<file path="src/rtl/y86_pkg.sv">
// y86_pkg: definitions shared by the pipelined Y86-64 fetch logic.
//   - icode constants for the control-flow instructions
//   - default address width
//   - ras_cnt_w(): width of a RAS occupancy count (at least 1 bit so that a
//     stack-less build still has a legal port)
package y86_pkg;

  localparam int DEFAULT_ADDR_W = 64;

  localparam logic [3:0] JXX  = 4'h7;
  localparam logic [3:0] CALL = 4'h8;
  localparam logic [3:0] RET  = 4'h9;

  function automatic int ras_cnt_w(input int depth);
    return (depth > 0) ? $clog2(depth + 1) : 1;
  endfunction

endpackage

</file>
<file path="src/rtl/pc_predict_if.sv">
// pc_predict_if: bundle between the pipeline and the fetch-PC unit.
//   Pipeline -> unit : stall_f, f_icode/f_valc/f_valp (fetch stage),
//                      m_icode/m_cnd/m_vala (memory stage jXX resolution),
//                      w_icode/w_valm/w_pred (writeback stage ret check)
//   Unit -> pipeline : pc, pred_pc, ras_hit, redirect, ras_count
// master = pipeline side, slave = pc_predict.
interface pc_predict_if
  import y86_pkg::*;
#(
  parameter int ADDR_W    = DEFAULT_ADDR_W,
  parameter int RAS_DEPTH = 8
) ();

  localparam int CNT_W = ras_cnt_w(RAS_DEPTH);

  logic              stall_f;
  logic [3:0]        f_icode;
  logic [ADDR_W-1:0] f_valc;
  logic [ADDR_W-1:0] f_valp;
  logic [3:0]        m_icode;
  logic              m_cnd;
  logic [ADDR_W-1:0] m_vala;
  logic [3:0]        w_icode;
  logic [ADDR_W-1:0] w_valm;
  logic [ADDR_W-1:0] w_pred;

  logic [ADDR_W-1:0] pc;
  logic [ADDR_W-1:0] pred_pc;
  logic              ras_hit;
  logic              redirect;
  logic [CNT_W-1:0]  ras_count;

  modport master (
    output stall_f, f_icode, f_valc, f_valp,
    output m_icode, m_cnd, m_vala,
    output w_icode, w_valm, w_pred,
    input  pc, pred_pc, ras_hit, redirect, ras_count
  );

  modport slave (
    input  stall_f, f_icode, f_valc, f_valp,
    input  m_icode, m_cnd, m_vala,
    input  w_icode, w_valm, w_pred,
    output pc, pred_pc, ras_hit, redirect, ras_count
  );

endinterface

</file>
<file path="src/rtl/ras_stack.sv">
// ras_stack: return-address stack with a circular pointer.
//   clk, rst : clock, synchronous active-high reset (empties the stack)
//   push     : write din on top; when full the oldest entry is overwritten
//   pop      : drop the top entry; ignored when empty
//   flush    : empty the stack (count=0, pointer=0); dominates push/pop
//   din      : address to push
//   top      : most recently pushed valid entry (meaningless when count=0)
//   count    : valid entries, saturating at DEPTH
// push and pop are never requested together; push wins if they are.
module ras_stack #(
  parameter int ADDR_W = 64,
  parameter int DEPTH  = 8
) (
  input  logic                       clk,
  input  logic                       rst,
  input  logic                       push,
  input  logic                       pop,
  input  logic                       flush,
  input  logic [ADDR_W-1:0]          din,
  output logic [ADDR_W-1:0]          top,
  output logic [$clog2(DEPTH+1)-1:0] count
);

  localparam int PTR_W = (DEPTH > 1) ? $clog2(DEPTH) : 1;
  localparam int CNT_W = $clog2(DEPTH + 1);

  logic [ADDR_W-1:0] mem_q [DEPTH];
  logic [ADDR_W-1:0] mem_d [DEPTH];
  logic [PTR_W-1:0]  ptr_q, ptr_d;  // next free slot
  logic [CNT_W-1:0]  count_q, count_d;
  logic [PTR_W-1:0]  ptr_inc, ptr_dec;

  // Wrap explicitly so non-power-of-two depths behave as a true ring.
  always_comb begin
    ptr_inc = (ptr_q == PTR_W'(DEPTH - 1)) ? '0 : ptr_q + 1'b1;
    ptr_dec = (ptr_q == '0) ? PTR_W'(DEPTH - 1) : ptr_q - 1'b1;
  end

  always_comb begin
    mem_d   = mem_q;
    ptr_d   = ptr_q;
    count_d = count_q;
    if (flush) begin
      ptr_d   = '0;
      count_d = '0;
    end else if (push) begin
      mem_d[ptr_q] = din;
      ptr_d        = ptr_inc;
      if (count_q != CNT_W'(DEPTH)) count_d = count_q + 1'b1;
    end else if (pop && (count_q != '0)) begin
      ptr_d   = ptr_dec;
      count_d = count_q - 1'b1;
    end
  end

  always_ff @(posedge clk) begin
    if (rst) begin
      ptr_q   <= '0;
      count_q <= '0;
    end else begin
      ptr_q   <= ptr_d;
      count_q <= count_d;
    end
  end

  // Entry contents need no reset: count gates every use of them.
  always_ff @(posedge clk) begin
    mem_q <= mem_d;
  end

  assign top   = mem_q[ptr_dec];
  assign count = count_q;

endmodule

</file>
<file path="src/rtl/pc_predict.sv">
// pc_predict: registered fetch-PC unit.
//   clk, rst : clock, synchronous active-high reset (pc=RESET_PC, RAS empty)
//   bus      : pc_predict_if.slave
//     pred_pc  - combinational next-PC guess (valC for call/jXX, RAS top for
//                ret, valP otherwise)
//     ras_hit  - a ret is fetched and pred_pc came from the RAS
//     redirect - a late correction (ret mismatch in W, jXX not taken in M)
//                replaces the prediction this cycle
//     pc       - fetch address register
//     ras_count- RAS occupancy
// A correction loads pc even while stall_f holds fetch, and flushes the RAS.
module pc_predict
  import y86_pkg::*;
#(
  parameter int                ADDR_W    = DEFAULT_ADDR_W,
  parameter int                RAS_DEPTH = 8,
  parameter logic [ADDR_W-1:0] RESET_PC  = '0
) (
  input  logic       clk,
  input  logic       rst,
  pc_predict_if.slave bus
);

  localparam int CNT_W = ras_cnt_w(RAS_DEPTH);

  logic [ADDR_W-1:0] pc_q, pc_d;
  logic [ADDR_W-1:0] pred_pc;
  logic              ras_hit;
  logic [ADDR_W-1:0] corr_pc;
  logic              redirect;
  logic [ADDR_W-1:0] ras_top;
  logic [CNT_W-1:0]  ras_count;

  // Prediction from the instruction being fetched.
  always_comb begin
    pred_pc = bus.f_valp;
    ras_hit = 1'b0;
    case (bus.f_icode)
      CALL, JXX: pred_pc = bus.f_valc;
      RET: begin
        if (ras_count != '0) begin
          pred_pc = ras_top;
          ras_hit = 1'b1;
        end
      end
      default: ;
    endcase
  end

  // The ret in writeback is older than the jXX in memory, so it wins.
  always_comb begin
    corr_pc  = bus.m_vala;
    redirect = 1'b0;
    if ((bus.w_icode == RET) && (bus.w_valm != bus.w_pred)) begin
      corr_pc  = bus.w_valm;
      redirect = 1'b1;
    end else if ((bus.m_icode == JXX) && !bus.m_cnd) begin
      corr_pc  = bus.m_vala;
      redirect = 1'b1;
    end
  end

  always_comb begin
    pc_d = pc_q;
    if (redirect)          pc_d = corr_pc;
    else if (!bus.stall_f) pc_d = pred_pc;
  end

  always_ff @(posedge clk) begin
    if (rst) pc_q <= RESET_PC;
    else     pc_q <= pc_d;
  end

  generate
    if (RAS_DEPTH > 0) begin : g_ras
      logic ras_upd;
      logic ras_push;
      logic ras_pop;

      assign ras_upd  = !redirect && !bus.stall_f;
      assign ras_push = ras_upd && (bus.f_icode == CALL);
      assign ras_pop  = ras_upd && (bus.f_icode == RET);

      ras_stack #(
        .ADDR_W (ADDR_W),
        .DEPTH  (RAS_DEPTH)
      ) u_ras (
        .clk   (clk),
        .rst   (rst),
        .push  (ras_push),
        .pop   (ras_pop),
        .flush (redirect),
        .din   (bus.f_valp),
        .top   (ras_top),
        .count (ras_count)
      );
    end else begin : g_no_ras
      assign ras_top   = '0;
      assign ras_count = '0;
    end
  endgenerate

  assign bus.pc        = pc_q;
  assign bus.pred_pc   = pred_pc;
  assign bus.ras_hit   = ras_hit;
  assign bus.redirect  = redirect;
  assign bus.ras_count = ras_count;

endmodule

</file>
<file path="src/flat_wrapper.sv">
// flat-port wrapper written by rule: the top's interface ports become plain ports
module pc_predict_flat import y86_pkg::*;
#(
  parameter int                ADDR_W    = DEFAULT_ADDR_W,
  parameter int                RAS_DEPTH = 8,
  parameter logic [ADDR_W-1:0] RESET_PC  = '0
)
  (clk, rst, bus_stall_f, bus_f_icode, bus_f_valc, bus_f_valp, bus_m_icode, bus_m_cnd, bus_m_vala, bus_w_icode, bus_w_valm, bus_w_pred, bus_pc, bus_pred_pc, bus_ras_hit, bus_redirect, bus_ras_count);
  pc_predict_if #(.ADDR_W(ADDR_W), .RAS_DEPTH(RAS_DEPTH)) bus_i ();
  input  logic clk;
  input  logic rst;
  input wire logic [$bits(bus_i.stall_f)-1:0] bus_stall_f;
  input wire logic [$bits(bus_i.f_icode)-1:0] bus_f_icode;
  input wire logic [$bits(bus_i.f_valc)-1:0] bus_f_valc;
  input wire logic [$bits(bus_i.f_valp)-1:0] bus_f_valp;
  input wire logic [$bits(bus_i.m_icode)-1:0] bus_m_icode;
  input wire logic [$bits(bus_i.m_cnd)-1:0] bus_m_cnd;
  input wire logic [$bits(bus_i.m_vala)-1:0] bus_m_vala;
  input wire logic [$bits(bus_i.w_icode)-1:0] bus_w_icode;
  input wire logic [$bits(bus_i.w_valm)-1:0] bus_w_valm;
  input wire logic [$bits(bus_i.w_pred)-1:0] bus_w_pred;
  output wire logic [$bits(bus_i.pc)-1:0] bus_pc;
  output wire logic [$bits(bus_i.pred_pc)-1:0] bus_pred_pc;
  output wire logic [$bits(bus_i.ras_hit)-1:0] bus_ras_hit;
  output wire logic [$bits(bus_i.redirect)-1:0] bus_redirect;
  output wire logic [$bits(bus_i.ras_count)-1:0] bus_ras_count;
  assign bus_i.stall_f = bus_stall_f;
  assign bus_i.f_icode = bus_f_icode;
  assign bus_i.f_valc = bus_f_valc;
  assign bus_i.f_valp = bus_f_valp;
  assign bus_i.m_icode = bus_m_icode;
  assign bus_i.m_cnd = bus_m_cnd;
  assign bus_i.m_vala = bus_m_vala;
  assign bus_i.w_icode = bus_w_icode;
  assign bus_i.w_valm = bus_w_valm;
  assign bus_i.w_pred = bus_w_pred;
  assign bus_pc = bus_i.pc;
  assign bus_pred_pc = bus_i.pred_pc;
  assign bus_ras_hit = bus_i.ras_hit;
  assign bus_redirect = bus_i.redirect;
  assign bus_ras_count = bus_i.ras_count;
  pc_predict #(.ADDR_W(ADDR_W), .RAS_DEPTH(RAS_DEPTH), .RESET_PC(RESET_PC)) u_core (.clk(clk), .rst(rst), .bus(bus_i));
endmodule
</file>
<file path="config.mk">
export PLATFORM = sky130hd
export DESIGN_NAME = pc_predict_flat
export DESIGN_NICKNAME = d
export VERILOG_FILES = /design/src/rtl/y86_pkg.sv /design/src/rtl/pc_predict_if.sv /design/src/rtl/ras_stack.sv /design/src/rtl/pc_predict.sv /design/src/flat_wrapper.sv
export SDC_FILE = /design/constraint.sdc
export NUM_CORES = 1
export LEC_CHECK = 0
export BUFFER_PORTS_ARGS = -buffer_cell sky130_fd_sc_hd__buf_2
export CAP_MARGIN = 30
export CORE_AREA = 2 2 292 294
export DETAILED_ROUTE_END_ITERATION = 16
export DIE_AREA = 0 0 294 296
export PLACE_DENSITY = 0.53
export SYNTH_ARGS = -nofsm -noshare
export SYNTH_HDL_FRONTEND = slang
export SYNTH_SLANG_ARGS = --single-unit
export TNS_END_PERCENT = 5
</file>
<file path="constraint.sdc">
create_clock -name clk -period 4.3 [get_ports clk]
set_input_delay 0.43 -clock clk [delete_from_list [all_inputs] [get_ports clk]]
set_output_delay 0.43 -clock clk [all_outputs]
set_load 0.05 [all_outputs]
</file>
== Yosys cells after proc, flatten, opt, wreduce, memory -nomap -nowiden ==
Cells that the tools add are included.
W data, S select, Z words.
Cells by class
  bitwise operators: 3
  reduce and logical (&&, ||, !) cells: 17
  muxes and demuxes: 22
  add/subtract/negate cells: 4
  order comparisons: 3
  equal/unequal tests: 10
Operators with widths (number)
  $bwmux W512: 1
  $mux W64: 7
  $bmux W64 S3: 1
  $demux W64 S3: 1
  $pmux W64 S2: 1
  $ne A64 B64 Y1: 1
  $eq A4 B4 Y1 const B: 3
  $mux W3: 4
  $mux W4: 3
  $eq A4 B3 Y1 const B: 2
  $ge A4 B4 Y1 const B: 2
  $not A3 Y4: 2
  $logic_and A1 B1 Y1: 7
  $add A4 B1 Y4 const B: 1
  $lt A4 B1 Y1 const B: 1
  $mux W1: 4
  $ne A4 B4 Y1 const B: 1
  $reduce_and A2 Y1: 2
  $reduce_bool A4 Y1: 1
  $reduce_or A2 Y1: 2
  $sub A4 B1 Y4 const B: 1
  $add A3 B1 Y3 const B: 1
  $eq A3 B3 Y1 const B: 1
  $logic_not A1 Y1: 3
  6 further kinds: 6
Storage, ports and cells
  input bits: 336
  output and inout bits: 134
  bits in registers: 583
  logic and storage cells: 70

== Longest topological paths before layout ==
Gate-level depths: netlist of run 1.
  depth in word-level cells: 10
  depth in mapped cells: 16

== Modules after synthesis ==
A second synthesis of run 1 with hierarchy kept.
Unflattened totals
  cell total of the unflattened synthesis: 1650
  area, all modules: 26357.8 sq um
By module, submodules not included
  ras_stack: cells an instance 811, times used 1, area an instance 19994.2 sq um
  pc_predict: cells an instance 839, times used 1, area an instance 6363.6 sq um

== Least setup slack after synthesis of run 1 ==
Ideal clock, no wire load.
  path type: register to register
  from: register u_core.g_ras.u_ras.ptr_q[0]
  to: register u_core.pc_q[33], in the netlist u_core.bus.pc[33]
  setup time: 95 ps
  slack: 252 ps
  cell stages (with the launch flop): 17
  arrival: 3953 ps
  cells stage by stage: dfxtp_1 > clkbuf_1 > inv_1 > clkbuf_1 > ha_1 > ha_1 > buf_2 > inv_2 > buf_6 > buf_4 > buf_4 > a211oi_1 > a211oi_1 > a21oi_1 > o21ai_0 > o221ai_1 > a221oi_1
Between the ends
  word-level cells in the longest chain between the ends: 10
Ends and longest elaborated chain
  start: declaration: RTL line ras_stack.sv:29  | logic [PTR_W-1:0] ptr_q, ptr_d;
  start signal: assignment: RTL line ras_stack.sv:61  | ptr_q <= ptr_d;
  $sub A3 B1 Y3 or $logic_not A3 Y1 (tied branches): RTL line ras_stack.sv:36  | ptr_dec = (ptr_q == '0) ? PTR_W'(DEPTH - 1) : ptr_q - 1'b1;
  $mux W3 (*): RTL line ras_stack.sv:36
  $not A3 Y4 (implied by the code) (*): RTL line ras_stack.sv:71  | assign top = mem_q[ptr_dec];
  $bmux W64 S3 (*): RTL line ras_stack.sv:71
  $mux W64 (implied by the code) (*) (2 in series): RTL line ras_stack.sv:71
  $mux W64 (*): RTL line pc_predict.sv:41  | if (ras_count != '0) begin
  $pmux W64 S2 (*): RTL line pc_predict.sv:38  | case (bus.f_icode)
  named net bus_pred_pc[33]: RTL line flat_wrapper.sv:23  | output wire logic [$bits(bus_i.pred_pc)-1:0] bus_pred_pc;
  $mux W64 (*): RTL line pc_predict.sv:66  | else if (!bus.stall_f) pc_d = pred_pc;
  $mux W64 (*): RTL line pc_predict.sv:65  | if (redirect) pc_d = corr_pc;
  end signal: assignment: RTL line pc_predict.sv:71  | else pc_q <= pc_d;
  end: declaration: RTL line pc_predict.sv:26  | logic [ADDR_W-1:0] pc_q, pc_d;
The timed path passes the listed nets; every way through them passes the cells marked *. The select of a mux whose other input is x is not followed.
A chain may end at the register's enable or synchronous reset.

== Final worst setup path of run 1 ==
  from: register u_core.g_ras.u_ras.ptr_q[1]
  to: output port bus_pred_pc[1]
Between the ends
  word-level cells in the longest chain between the ends: 8
Ends and longest elaborated chain (RTL line)
  $sub A3 B1 Y3 or $logic_not A3 Y1 (tied branches): ras_stack.sv:36
  $mux W3 (*): ras_stack.sv:36
  $not A3 Y4 (implied by the code) (*): ras_stack.sv:71
  $bmux W64 S3 (*): ras_stack.sv:71
  $mux W64 (implied by the code) (*) (2 in series): ras_stack.sv:71
  $mux W64 (*): pc_predict.sv:41
  $pmux W64 S2 (*): pc_predict.sv:38
  end: declaration: flat_wrapper.sv:23
Mark *: on every way between the ends. The rest lies on a longest branch, timed or not. The select of a mux whose other input is x is not followed.

==> flow_metrics.env, run 1 <==
export IMPL_clock_latency_ns=0.62
export IMPL_p_leak_nw=11.0
export IMPL_cellPowerDensity_nw_per_um2=427
export IMPL_irDropWorstVdd_uv=288
export IMPL_yosysSeqAreaShare_pct=67.4
export IMPL_finalCritPeriodShare_pct=98.1
export IMPL_stdcell_count=3260
export IMPL_synth_most_common_cell="edfxtp_1"
export IMPL_crit_top_cell="buf_12"
export IMPL_ys_seq_elements=583
export IMPL_crit_fanout=26
export IMPL_avgSynthCellArea_um2=15.4
export IMPL_dr_pass1_iters=6
export IMPL_grt_pass1_wl_mm=135
export IMPL_antenna_found_initial=14
export IMPL_grt_pass1_vias=18100
export IMPL_critPathLaunchType="flop"
export IMPL_ys_top_cells_by_area="edfxtp_1 62%, mux4_2 5.8%, dfxtp_1 5.7%"
export IMPL_syn_area_um2=24900
export IMPL_io_pins=470
export IMPL_async_flop_share_pct=0
export IMPL_slew_viol_final=0
export IMPL_place_port_buffers=469
export IMPL_grt_total_usage_pct=22.0
export IMPL_cpPeakStageDelay_ns=0.56
export IMPL_drive_gt1_share_pct=36.1
export IMPL_run_status="finished clean"
export IMPL_core_um2=84200
export IMPL_path_clk_slew_ns=0.06
export IMPL_cts_setup_buffers=0
export IMPL_cts_buffer_depth=3
export IMPL_drtIter0Drc=1739
export IMPL_slew_headroom_pct=29.1
export IMPL_cap_violations=0
export IMPL_final_nets=2454
export IMPL_postCtsHoldBufs=0
export IMPL_max_freq_mhz=237
export IMPL_dp_cells=3129
export IMPL_synth_edf_count=512
export IMPL_path_class="flop to primary output"
export IMPL_dieArea_um2=87000
export IMPL_overflow=0
export IMPL_initial_core_util_pct=29.6
export IMPL_rsz0062_at_grt="true"
export IMPL_synthFlopType="edfxtp_1"
export IMPL_whs_ns=0.109
export IMPL_routed_via_density=5.47
export IMPL_hpwl_mm=67.9
export IMPL_cts_sinks=583
export IMPL_netlist_instances=1615
export IMPL_ys_types=53
export IMPL_setup_violations=0
export IMPL_layout_min_cycle_time_ns=4.22
export IMPL_synth_nets=1957
export IMPL_hold_viol=0
export IMPL_drtAntennaViolNets=0
export IMPL_drc=0
export IMPL_gp_congestion=0.945
export IMPL_tritoncts="done"
export IMPL_fp_dieW_um=294
export IMPL_vias=17800
export IMPL_die_y_um=296
export IMPL_wl_per_cell_um=29.9
export IMPL_worst_pin_slew_ns=1.06
export IMPL_area_delta_synth_final_pct=28.4
export IMPL_skew_ns=0.0243
export IMPL_routed_wl_mm=97.6
export IMPL_htreeDepth=3
export IMPL_grt_max_degree=88
export IMPL_cts_root_buf="clkbuf_16"
export IMPL_worstPathArrival_ns=3.79
export IMPL_synth_common_cells="512 x edfxtp_1, 95 x clkbuf_1, 83 x a211oi_1, 77 x o2bb2ai_1, 71 x dfxtp_1"
export IMPL_end_kind="primary output"
export IMPL_cp_num_buf_inv=4
export IMPL_worstPathCellList="inv_1 -> ha_1 -> ha_4 -> nand2b_4 -> buf_12 -> buf_12 -> a21oi_1 -> o21ai_0 -> buf_2"
export IMPL_yosys_warnings=0
export IMPL_yosys_area_top_type="edfxtp_1"
export IMPL_cts_buffers=69
export IMPL_utilization_pct=38.0
export IMPL_crit_required_ns=3.87
export IMPL_crit_family="buffers and inverters"
export IMPL_hold_class="primary input to flop"
export IMPL_rows=107
export IMPL_netlist_area_leader_share_pct=61.7
export IMPL_cpMaxStageDelayCell="o21ai_0"
[per-stage QoR]
stage / total power (W) / setup WS, ns / cell area, um2 / TNS, ns
3_5_place_dp: 0.00789 / 0.163 / 29600 / 0
5_1_grt: 0.0141 / -0.0139 / 32000 / -0.0139
6_report: 0.0137 / 0.0827 / 32000 / 0
2_1_floorplan: 0.00713 / 0.252 / 24900 / 0
4_1_cts: 0.0138 / 0.000739 / 31900 / 0
3_3_place_gp: 0.00787 / -1.03 / 29500 / -293.91
[what timing repair did]
item	CTS	global route
pin swaps	0	0
endpoints found under the hold margin	0	0
setup endpoints to repair	4	36
gates resized for setup	4	29
[layer usage]
| metal | up-vias | share of wire, % | track usage (%) |
|---|---|---|---|
| met3 | 158 | 7.8 | 4.42 |
| met2 | 909 | 47 | 35.5 |
| met4 | 10 | 3.5 | 8.55 |
| met1 | 9067 | 42 | 29.2 |
| li1 | 7688 | - | - |
| met5 | - | 0.060 | 0 |
[area by class of cell]
class	count	area, um2
fillers	7915	52200
flip-flops and latches	583	16800
multi-input cells	880	7710
repair buffers	565	3780
clock buffers	92	1960
well taps	1090	1360
clock inverters	33	334
inverters	13	56.3
diodes	4	10.0
[worst reg2reg max path: stages (launching register included)]
cell and delay, ns:
dfxtp_1 0.42, inv_1 0.15, ha_1 0.24, ha_4 0.35
inv_8 0.30, buf_6 0.30, buf_4 0.25, mux4_2 0.51
nor2_1 0.10, o31ai_1 0.10, a221oi_1 0.58, buf_4 0.22
o2bb2ai_1 0.06
[placed cells by master, fill, tap and decap left out, types with 21 or more instances in the layout]
master     count
nor2_1        49
a211oi_1      83
nor3b_1       21
a21oi_1       50
mux2i_1       39
xor2_1        66
dfxtp_1       70
and2_1        21
o21ai_0       32
o31ai_1       25
a32oi_1       64
edfxtp_1     512
buf_12        50
nand2_1       34
a221oi_1      60
mux4_2        64
o2bb2ai_1     77
o21bai_1      39
buf_4         60
clkbuf_16     72
buf_2        445
[state kept, by name (all words and copies together), names as in the netlist]
| register | cells |
|---|---|
| u_core.g_ras.u_ras.ptr_q | 3 |
| u_core.bus.pc | 64 |
| u_core.g_ras.u_ras.count | 4 |
| u_core.g_ras.u_ras.mem_q | 512 |
[worst paths after layout]
path / from / end / slack [ns] / depth (start not counted)
max: u_core.g_ras.u_ras.ptr_q[1] / bus_pred_pc[1] / 0.08 / 9
min reg2reg: u_core.bus.pc[9] / u_core.bus.pc[9] / 0.46 / 1
min: bus_m_vala[5] / u_core.bus.pc[5] / 0.11 / 3
max reg2reg: u_core.g_ras.u_ras.ptr_q[1] / u_core.bus.pc[20] / 0.62 / 12
[where the power goes]
group | total (W) | internal (W) | leakage [nW] | switching (W)
registers | 0.00625 | 0.00621 | 5.19 | 0.0000374
logic | 0.00154 | 0.000487 | 4.67 | 0.00105
clock network | 0.00588 | 0.00352 | 1.11 | 0.00236
total | 0.0137 | 0.0102 | 11.0 | 0.00345
[cell families after synthesis]
family,Yosys count,share of synthesized area (%)
compound gates,495,15.2
xor+xnor,67,2.35
fa+ha+maj,6,0.301
buf+inv,152,2.59
flops,583,67.4
mux,108,7.57
simple gates,204,4.60
Note: power is estimated with default switching activity, not from simulation.
==> inputs of run 2 (changes only) <==
ABC_AREA = 1   (was not set)
CORE_AREA = 2 2 300 302   (was 2 2 292 294)
DIE_AREA = 0 0 302 304   (was 0 0 294 296)
==> flow_metrics.env, run 2 <==
export IMPL_hold_viol=0
export IMPL_internal_power_w=0.00993
export IMPL_worst_pin_slew_ns=1.01
export IMPL_p_leak_nw=12.9
export IMPL_core_um2=89000
export IMPL_p_total_w=0.0134
export IMPL_gp_congestion=0.841
export IMPL_drive_gt1_share_pct=22.3
export IMPL_power_frac_comb_pct=10.6
export IMPL_cellPowerDensity_nw_per_um2=408
export IMPL_power_switching_w=0.00344
export IMPL_grt_max_degree=115
export IMPL_routed_via_density=4.94
export IMPL_critPathLaunchType="flop"
export IMPL_synthFlopType="edfxtp_1"
export IMPL_netlist_area_leader_share_pct=58.4
export IMPL_power_frac_seq_pct=46.7
export IMPL_whs_ns=0.108
export IMPL_cts_buffers=69
export IMPL_syn_area_um2=26300
export IMPL_cpMaxStageDelayCell="dfxtp_2"
export IMPL_synth_edf_count=512
export IMPL_cpPeakStageDelay_ns=0.48
export IMPL_grt_pass1_vias=20100
export IMPL_crit_fanout=70
export IMPL_io_pins=470
export IMPL_cts_buffer_depth=3
export IMPL_finalCritPeriodShare_pct=93.9
export IMPL_drc=0
export IMPL_worstPathArrival_ns=3.61
export IMPL_fp_dieW_um=302
export IMPL_grt_total_usage_pct=20.6
export IMPL_rows=110
export IMPL_synth_most_common_cell="nand2_1"
export IMPL_yosysSeqAreaShare_pct=63.8
export IMPL_rsz0062_at_grt="false"
export IMPL_hold_class="primary input to flop"
export IMPL_cts_root_buf="clkbuf_16"
export IMPL_initial_core_util_pct=29.6
export IMPL_htreeDepth=3
export IMPL_ys_top_cells_by_area="edfxtp_1 58%, nand2_1 13%, dfxtp_1 5.4%"
export IMPL_dieArea_um2=91800
export IMPL_avgSynthCellArea_um2=10.2
export IMPL_skew_ns=0.0273
export IMPL_yosys_warnings=0
export IMPL_overflow=0
export IMPL_dr_pass1_iters=5
export IMPL_run_status="finished clean"
export IMPL_final_common_cell="nand2_1"
export IMPL_area_delta_synth_final_pct=24.4
export IMPL_irDropWorstVdd_uv=251
export IMPL_layout_min_cycle_time_ns=4.04
export IMPL_ys_types=42
export IMPL_max_freq_mhz=248
export IMPL_path_class="flop to primary output"
export IMPL_slew_viol_final=0
export IMPL_antenna_found_initial=21
export IMPL_grt_pass1_wl_mm=137
export IMPL_vias=21100
export IMPL_end_kind="primary output"
export IMPL_die_y_um=304
export IMPL_ys_seq_elements=583
export IMPL_cap_violations=0
export IMPL_crit_required_ns=3.87
export IMPL_routed_wl_mm=97.0
export IMPL_place_port_buffers=469
export IMPL_slew_headroom_pct=32.3
export IMPL_synth_common_cells="910 x nand2_1, 512 x edfxtp_1, 211 x inv_1, 139 x a21oi_1, 134 x nand3_1"
export IMPL_clock_latency_ns=0.62
export IMPL_worstPathCellList="inv_1 -> ha_4 -> nor2_4 -> buf_12 -> buf_12 -> nand2_1 -> a32o_1 -> nand2_1 -> nand3_1 -> o211ai_1 -> buf_2"
export IMPL_path_clk_slew_ns=0.06
export IMPL_wl_per_cell_um=22.7
export IMPL_setup_violations=0
export IMPL_pwr_share_clk_pct=42.7
export IMPL_top_register="u_core.g_ras.u_ras.mem_q"
export IMPL_drtIter0Drc=1890
export IMPL_netlist_instances=2575
export IMPL_largest_reg_flops=512
export IMPL_drtAntennaViolNets=0
export IMPL_final_nets=3377
export IMPL_cts_sinks=583
export IMPL_yosys_area_top_type="edfxtp_1"
export IMPL_switching_share_pct=25.7
export IMPL_async_flop_share_pct=0
export IMPL_layout_common_cells="910 x nand2_1, 512 x edfxtp_1, 468 x buf_2"
export IMPL_tritoncts="done"
export IMPL_hpwl_mm=66.9
export IMPL_synth_nets=2917
## run 2: layer usage
layer | routed length (um) | track usage (%) | vias up
li1 | - | - | 9934
met5 | 40 | 0 | -
met1 | 43100 | 28.8 | 10200
met4 | 2420 | 6.57 | 6
met2 | 44000 | 32.2 | 862
met3 | 7400 | 3.56 | 115
## run 2: cell families after synthesis
group	Yosys count	synth area share, %
xor+xnor	12	0.399
mux	2	0.0761
fa+ha+maj	6	0.285
buf+inv	383	5.95
compound gates	413	11.6
flops	583	63.8
simple gates	1176	17.9
## run 2: layout make-up
type                            count  area, um2
Fill cell                        8967      56300
Timing Repair Buffer              546       3310
Sequential cell                   583      16800
Inverter                          226        855
Tap cell                         1176       1470
Antenna cell                        6       15.0
Clock buffer                       82       1840
Clock inverter                     41        353
Multi-Input combinational cell   1609       8110
## run 2: power by group through the flow
stage	Sequential, W	Combinational, W	Clock [W]
6_report	0.00624	0.00142	0.00571
5_1_grt	0.00624	0.00152	0.00606
4_1_cts	0.00624	0.00144	0.00584
3_5_place_dp	0.00636	0.00143	0
3_3_place_gp	0.00636	0.00143	0
2_1_floorplan	0.00653	0.000568	0
## run 2: final timing paths
check | startpoint | endpoint | slack (ns) | cells past startpoint
max | u_core.g_ras.u_ras.ptr_q[2] | bus_pred_pc[47] | 0.26 | 11
min | bus_f_valp[63] | u_core.g_ras.u_ras.mem_q[191] | 0.11 | 1
max reg2reg | u_core.g_ras.u_ras.ptr_q[2] | u_core.bus.pc[47] | 1.01 | 14
min reg2reg | u_core.bus.pc[44] | u_core.bus.pc[44] | 0.55 | 2
## run 2: timing repair
action,4_1_cts,5_1_grt
hold endpoints to repair,0,0
gates resized for setup,0,3
setup buffers,0,0
setup endpoints to repair,0,33
hold buffers,0,0
## run 2: through the flow
step	setup TNS (ns)	std cells	utilization [%]	worst slack [ns]	area (um2)
detailed placement	0	4139	34.3	0.659	30500
global route	0	4265	36.8	0.0955	32700
finish	0	4269	36.8	0.262	32800
CTS	0	4262	36.7	0.000634	32700
floorplan	-128.84	2575	-	-0.252	26400
global placement	0	4138	34.3	0.705	30500
## run 2: worst max-delay path: cells and delay by family (launching register included)
family	cells	cell delay [ns]
buffers and inverters	4	1.15
and+or+nand+nor	4	0.63
DFF	1	0.48
AOI/OAI and AO/OA	2	0.44
adders and majority gates	1	0.26
